<file path="src/rtl/peripheral_bus_bridge.sv">
// Wishbone-to-peripheral-bus bridge: one outstanding single-beat transfer, with a
// busy-driven wait/timeout and a one-cycle ack or error response.
module peripheral_bus_bridge #(
    parameter logic [7:0] TIMEOUT_CYCLES = 8'd255
) (
    input  logic        clk,
    input  logic        rst,
    input  logic        wb_cyc_i,
    input  logic        wb_stb_i,
    input  logic        wb_we_i,
    input  logic [3:0]  wb_sel_i,
    input  logic [15:0] wb_adr_i,
    input  logic [31:0] wb_data_i,
    output logic        wb_ack_o,
    output logic        wb_error_o,
    output logic        wb_stall_o,
    output logic [31:0] wb_data_o,
    output logic        peripheralEnable,
    output logic [15:0] peripheralBus_address,
    output logic        peripheralBus_we,
    output logic        peripheralBus_oe,
    output logic [3:0]  peripheralBus_byteSelect,
    output logic [31:0] peripheralBus_dataWrite,
    input  logic [31:0] peripheralBus_dataRead,
    input  logic        peripheralBus_busy
);

    typedef enum logic [1:0] {
        IDLE    = 2'd0,
        ACCESS  = 2'd1,
        RESPOND = 2'd2
    } state_t;

    state_t      state_r, state_s;
    logic [15:0] addr_r, addr_s;
    logic        we_r, we_s;
    logic [3:0]  sel_r, sel_s;
    logic [31:0] wdata_r, wdata_s;
    logic [31:0] rdata_r, rdata_s;
    logic [7:0]  cnt_r, cnt_s;
    logic        ack_r, ack_s;
    logic        err_r, err_s;
    logic        stall_r, stall_s;
    logic        en_r, en_s;
    logic        pwe_r, pwe_s;
    logic        poe_r, poe_s;

    // Next-state and next-output logic; every output is derived from the next state so it can be registered.
    always_comb begin
        state_s = state_r;
        addr_s  = addr_r;
        we_s    = we_r;
        sel_s   = sel_r;
        wdata_s = wdata_r;
        rdata_s = rdata_r;
        cnt_s   = cnt_r;
        ack_s   = 1'b0;
        err_s   = 1'b0;
        case (state_r)
            IDLE: begin
                if (wb_cyc_i && wb_stb_i) begin
                    addr_s  = wb_adr_i;
                    we_s    = wb_we_i;
                    sel_s   = wb_sel_i;
                    wdata_s = wb_data_i;
                    cnt_s   = 8'd0;
                    state_s = ACCESS;
                end else begin
                    state_s = IDLE;
                end
            end
            ACCESS: begin
                // Dropping cyc abandons the transfer silently, even if it would have completed.
                if (!wb_cyc_i) begin
                    state_s = IDLE;
                end else if (!peripheralBus_busy) begin
                    if (!we_r) begin
                        rdata_s = peripheralBus_dataRead;
                    end else begin
                        rdata_s = rdata_r;
                    end
                    ack_s   = 1'b1;
                    state_s = RESPOND;
                end else if (cnt_r == (TIMEOUT_CYCLES - 8'd1)) begin
                    err_s   = 1'b1;
                    state_s = RESPOND;
                end else if (cnt_r != 8'hFF) begin
                    cnt_s = cnt_r + 8'd1;
                end else begin
                    cnt_s = cnt_r;
                end
            end
            RESPOND: begin
                rdata_s = 32'd0;
                state_s = IDLE;
            end
            default: begin
                rdata_s = 32'd0;
                state_s = IDLE;
            end
        endcase
        en_s    = (state_s == ACCESS);
        stall_s = (state_s != IDLE);
        pwe_s   = en_s & we_s;
        poe_s   = en_s & ~we_s;
    end

    // State, latched transfer fields and registered outputs.
    always_ff @(posedge clk) begin
        if (rst) begin
            state_r <= IDLE;
            addr_r  <= 16'd0;
            we_r    <= 1'b0;
            sel_r   <= 4'd0;
            wdata_r <= 32'd0;
            rdata_r <= 32'd0;
            cnt_r   <= 8'd0;
            ack_r   <= 1'b0;
            err_r   <= 1'b0;
            stall_r <= 1'b0;
            en_r    <= 1'b0;
            pwe_r   <= 1'b0;
            poe_r   <= 1'b0;
        end else begin
            state_r <= state_s;
            addr_r  <= addr_s;
            we_r    <= we_s;
            sel_r   <= sel_s;
            wdata_r <= wdata_s;
            rdata_r <= rdata_s;
            cnt_r   <= cnt_s;
            ack_r   <= ack_s;
            err_r   <= err_s;
            stall_r <= stall_s;
            en_r    <= en_s;
            pwe_r   <= pwe_s;
            poe_r   <= poe_s;
        end
    end

    assign wb_ack_o                 = ack_r;
    assign wb_error_o               = err_r;
    assign wb_stall_o               = stall_r;
    assign wb_data_o                = rdata_r;
    assign peripheralEnable         = en_r;
    assign peripheralBus_address    = addr_r;
    assign peripheralBus_we         = pwe_r;
    assign peripheralBus_oe         = poe_r;
    assign peripheralBus_byteSelect = sel_r;
    assign peripheralBus_dataWrite  = wdata_r;

endmodule

</file>
<file path="config.mk">
export PLATFORM = sky130hd
export DESIGN_NAME = peripheral_bus_bridge
export DESIGN_NICKNAME = d
export VERILOG_FILES = /design/src/rtl/peripheral_bus_bridge.sv
export SDC_FILE = /design/constraint.sdc
export NUM_CORES = 1
export LEC_CHECK = 0
export ABC_CLOCK_PERIOD_IN_PS = 2000
export BUFFER_PORTS_ARGS = -buffer_cell sky130_fd_sc_hd__buf_2
export CAP_MARGIN = 20
export CORE_MARGIN = 4
export CORE_UTILIZATION = 40
export DETAILED_ROUTE_END_ITERATION = 7
export GPL_TIMING_DRIVEN = 0
export HOLD_SLACK_MARGIN = 0.12
export PLACE_DENSITY = 0.71
export REMOVE_ABC_BUFFERS = 1
export SYNTH_ARGS = -nofsm -noshare
export SYNTH_HDL_FRONTEND = slang
export SYNTH_SLANG_ARGS = --single-unit
</file>
<file path="constraint.sdc">
create_clock -name clk -period 2 [get_ports clk]
set_input_delay 0.4 -clock clk [delete_from_list [all_inputs] [get_ports clk]]
set_output_delay 0.4 -clock clk [all_outputs]
set_load 0.02 [all_outputs]
</file>
After elaboration in Yosys (flattened, before gate mapping)
Cells that the tools add are included.
- register bits after elaboration: 101
- bits of input ports: 90
- logic and storage cells: 60
- add/sub/neg operators: 1
- equal/unequal tests: 11
- multiplexer cells: 19
- bitwise logic cells: 7
- reduce and logical (&&, ||, !) cells: 9
- operators by type and width (kind ; number):
    32-bit 2-to-1 mux ; 3
    32-bit case mux with 2 select lines ; 1
    8-bit 2-to-1 mux ; 5
    8-bit case mux with 2 select lines ; 1
    2-bit != test (second input constant) ; 7
    8-bit by 1-bit adder with 8-bit output (second input constant) ; 1
    8-bit equality test (second input constant) ; 1
    8-bit != test (second input constant) ; 1
    2-bit 2-to-1 mux ; 3
    6-bit AND reduction ; 1
    1-bit 2-to-1 mux ; 5
    1-bit NOT ; 5
    2-bit by 1-bit equality test with 1-bit output (second input constant) ; 2
    2-bit case mux with 2 select lines ; 1
    4-bit AND reduction ; 1
    2-bit nonzero test ; 2
    4-bit OR reduction ; 1
    3-bit OR reduction ; 1
    1-bit AND ; 2
    2-bit zero test ; 1
    2-bit AND reduction ; 1
    1-bit logical AND ; 1

Logic depth before layout (Yosys ltp)
- word-level depth: 7
- mapped depth: 6
- depth with buffers taken out: 6

Worst setup path before layout
No wires, ideal clock.
- path kind: reg2reg
- from: register cnt_r[0]
- to: register cnt_r[1]
- arrival time: 1.604 ns
- setup slack: 0.326 ns
- stages on the path, launching flop included: 7
- buffers on the path: 0
- cell sequence: dfxtp_1 -> inv_1 -> ha_1 -> nor2b_1 -> o211a_2 -> or4_1 -> a21oi_1
- longest elaborated chain between the ends: 6
- elaborated cells on any way between the ends: 11
- RTL lines (element ; RTL line ; source):
    start: declaration ; 40 ; logic [7:0] cnt_r, cnt_s;
    start signal: assignment ; 131 ; cnt_r <= cnt_s;
    8-bit by 1-bit adder with 8-bit output ; 88 ; cnt_s = cnt_r + 8'd1;
    8-bit 2-to-1 mux ; 87 ; end else if (cnt_r != 8'hFF) begin
    8-bit 2-to-1 mux ; 84 ; end else if (cnt_r == (TIMEOUT_CYCLES - 8'd1)) begin
    8-bit 2-to-1 mux ; 76 ; end else if (!peripheralBus_busy) begin
    8-bit 2-to-1 mux ; 74 ; if (!wb_cyc_i) begin
    8-bit case mux with 2 select lines ; 59 ; case (state_r)
Several ways; a longest one is shown, not always the timed one. The select of a mux whose other input is x is not followed.
A chain may end at the register's enable or synchronous reset.

Final worst setup path
- from: register cnt_r[0]
- to: register cnt_r[0]
Same word-level chain as after synthesis.

==> summary.md <==
| Metric | Value |
|---|---|
| Die width | `104 um` |
| Worst R2R Setup Slack | `130 ps` |
| Die height | `104 um` |
| Fmax | `0.534 GHz` |
| Worst hold slack | `276 ps` |
| Final setup fails | `0` |
| Sequential element share of the synthesized area | `55.3%` |
| CTS tree | `built` |
| Avg Inst Size Synth | `8.14 um^2` |
| Vias in the first global route | `3437` |
| Worst-Margin Slew | `1070 ps` |
| Count of different cell masters after synthesis | `32` |
| Pins Over Slew Limit | `0` |
| Clk_skew | `10.4 ps` |
| DR vias | `3538` |
| CP peak stage delay | `500 ps` |
| Core region area | `8810 um^2` |
| Initial Util | `41.5%` |
| Fillcell total | `836` |
| Critical path class | `flop to flop` |
| Leakage | `2.18 nW` |
| Ports | `180` |
| Diodes inserted | `0` |
| RSZ-0062 raised after global routing | `false` |
| Status | `finished clean` |
| Max transition margin | `28.9%` |
| Initial antenna violation count | `0` |
| Post-Route WL | `9.61 mm` |
| Total CTS buffers | `9` |
| Grt ovf | `0` |
| Clk sinks | `101` |
| CP max FO | `10` |
| Hold/Removal Path Class | `input port to flop` |
| Largest net degree at the start of global routing | `60` |
| GPL Wtd Cong | `0.771` |
| Post-route DRC | `0` |
| Clock-pin slew on the worst setup and hold paths | `90 ps` |
| Crit path arrival time | `2140 ps` |
| Synth Instances | `449` |
| Layout net count | `704` |
| Critical path data required time | `2260 ps` |
| Total die area | `10700 um^2` |
| Synthesis Warnings | `0` |
| Critical path endpoint category | `flop` |
| Startpoint types | `flop` |
| H-tree Lvls | `3` |
| Port Buf Inserts | `179` |
| Critical path, cell by cell | `inv_1 -> ha_1 -> nor2b_1 -> o211a_2 -> or4_1 -> a21oi_1` |
| Area growth from synthesis to layout | `32.9%` |
| CP max stage cell | `or4_1` |
| Max Root-Sink Buffers | `2` |
| Hold Buf Count CTS | `0` |
| #FFs+latches synth | `101` |
| Wire per inst | `13.2 um` |
| Period utilization | `93.7%` |
| Layout cells sized above 1 | `33.7%` |
| GRT Resource Usage Total | `17.7%` |
| First drt pass iteration count | `4` |
| Max IR drop VDD | `0.340 mV` |
| Initial drt markers | `162` |
| Post-DP HPWL | `7.12 mm` |
| Final critical-path required period | `1870 ps` |
| Post-detailed-route count of antenna-violating nets | `0` |
| First-pass GRT wire length | `16.1 mm` |
| Total Power | `4.03 mW` |
| Post-Syn Area | `3650 um^2` |
| Root Driver | `clkbuf_8` |
| Max Cap Viol | `0` |
| Rows | `34` |
| Worst-Skew Late Latency | `350 ps` |
| Final Hold Fails | `0` |
| Power per Cell Area | `829 nW/um^2` |
| Vias per cell | `4.88` |
==> metrics by stage <==
step	cell area (um^2)	setup slack (ps)	utilization [%]	instances	TNS [ps]
after floorplan	3520	-253	-	419	-1780
after global placement	4550	-953	51.7	706	-48320
after detailed placement	4610	-125	52.3	709	-3040
after CTS	4860	127	55.2	725	0
after global routing	4860	10.4	55.2	725	0
final	4860	126	55.2	725	0
==> final cells by class <==
type	instances	area, um^2	share of cell area (%)
repair buffers	182	953	19.6
multi-input cells	316	1500	30.8
clock inverters	6	116	2.40
flip-flops and latches	101	2020	41.6
inverters	2	7.51	0.155
well taps	108	135	2.78
clock buffers	10	128	2.63
==> cell usage in the layout (no fill, tap or decap), drive strengths merged, types with 3 or more instances in the layout <==
cell    netlist  layout
buf           9     182
nand2       166     166
dfxtp       101     101
a21oi        93      93
nand3        10      10
clkbuf       21      10
or4           7       7
nor2          5       5
o31ai         5       5
inv           2       5
o21ai         3       3
bufinv        0       3
and3          3       3
nor2b         3       3
==> power by group <==
group          internal (mW)  switching, mW
Combinational          0.158          0.242
Sequential              2.07         0.0297
Clock                  0.846          0.682
Total                   3.07          0.953
==> layer usage <==
layer / vias up / wire length [um] / share of wire [%] / global-route usage [%]
met1: 1577 / 4150 / 43 / 22.5
met5: - / 0 / 0 / 0
met2: 150 / 4330 / 45 / 28.2
li1: 1806 / - / - / -
met4: 0 / 60 / 0.62 / 4.56
met3: 5 / 1070 / 11 / 7.21
==> logic make-up (layout without fill, tap and decap cells) <==
group                      Yosys count  in the layout  share of synthesized area, %
DFF                                101            101                          55.3
buffers and inverters               32            200                          3.94
muxes                                2              2                         0.685
adders and majority gates            2              2                         0.685
AOI/OAI and AO/OA                  104            104                          14.9
and+or+nand+nor                    208            208                          24.5
==> path summary, 6_finish.rpt <==
check                          start       endpoint  depth (start not counted)
setup reg to reg            cnt_r[0]       cnt_r[0]                          6
hold reg to reg        wb_data_o[29]  wb_data_o[29]                          2
setup / recovery            cnt_r[0]       cnt_r[0]                          6
hold / removal    peripheralBus_busy       wb_ack_o                          2
==> critical path, delay by kind of cell, from the launching register on <==
kind,cells,cell delay (ps)
flip-flops,1,450
adder cells (fa/ha/maj),1,200
AO/OA/AOI/OAI,2,450
AND/OR/NAND/NOR,2,630
buffers and inverters,1,70
==> state kept, by name (all words and copies together) (netlist names), 2 cells and up <==
register / flops
peripheralBus_byteSelect: 4
state_r: 2
cnt_r: 8
wb_data_o: 32
peripheralBus_address: 16
peripheralBus_dataWrite: 32
==> repair_timing <==
item	in CTS	in global routing
setup buffers	0	0
hold endpoints to repair	0	0
resized for setup	2	0
endpoints found under the setup margin	32	0
==> cells in the mapped netlist (all sizes together) <==
cell type / count / area, um^2
o31ai: 5 / 37.5
o21ai: 3 / 15.0
nor2: 5 / 18.8
mux2i: 1 / 10.0
and4: 2 / 17.5
clkbuf: 21 / 78.8
or4: 7 / 52.6
a21oi: 93 / 465
nor3b: 1 / 12.5
or3b: 1 / 8.76
and2: 2 / 12.5
ha: 2 / 25.0
and3b: 1 / 8.76
and3: 3 / 18.8
or3: 1 / 6.26
dfxtp: 101 / 2020
or2: 2 / 12.5
nand3b: 1 / 7.51
buf: 9 / 57.6
mux2: 1 / 15.0
o211a: 1 / 10.0
nor2b: 3 / 21.3
inv: 2 / 7.51
nand2: 166 / 631
nand4: 1 / 6.26
o21a: 2 / 15.0
nand2b: 1 / 6.26
nor3: 1 / 5.00
nand3: 10 / 50.1
Power figures use the tool's default switching activity.
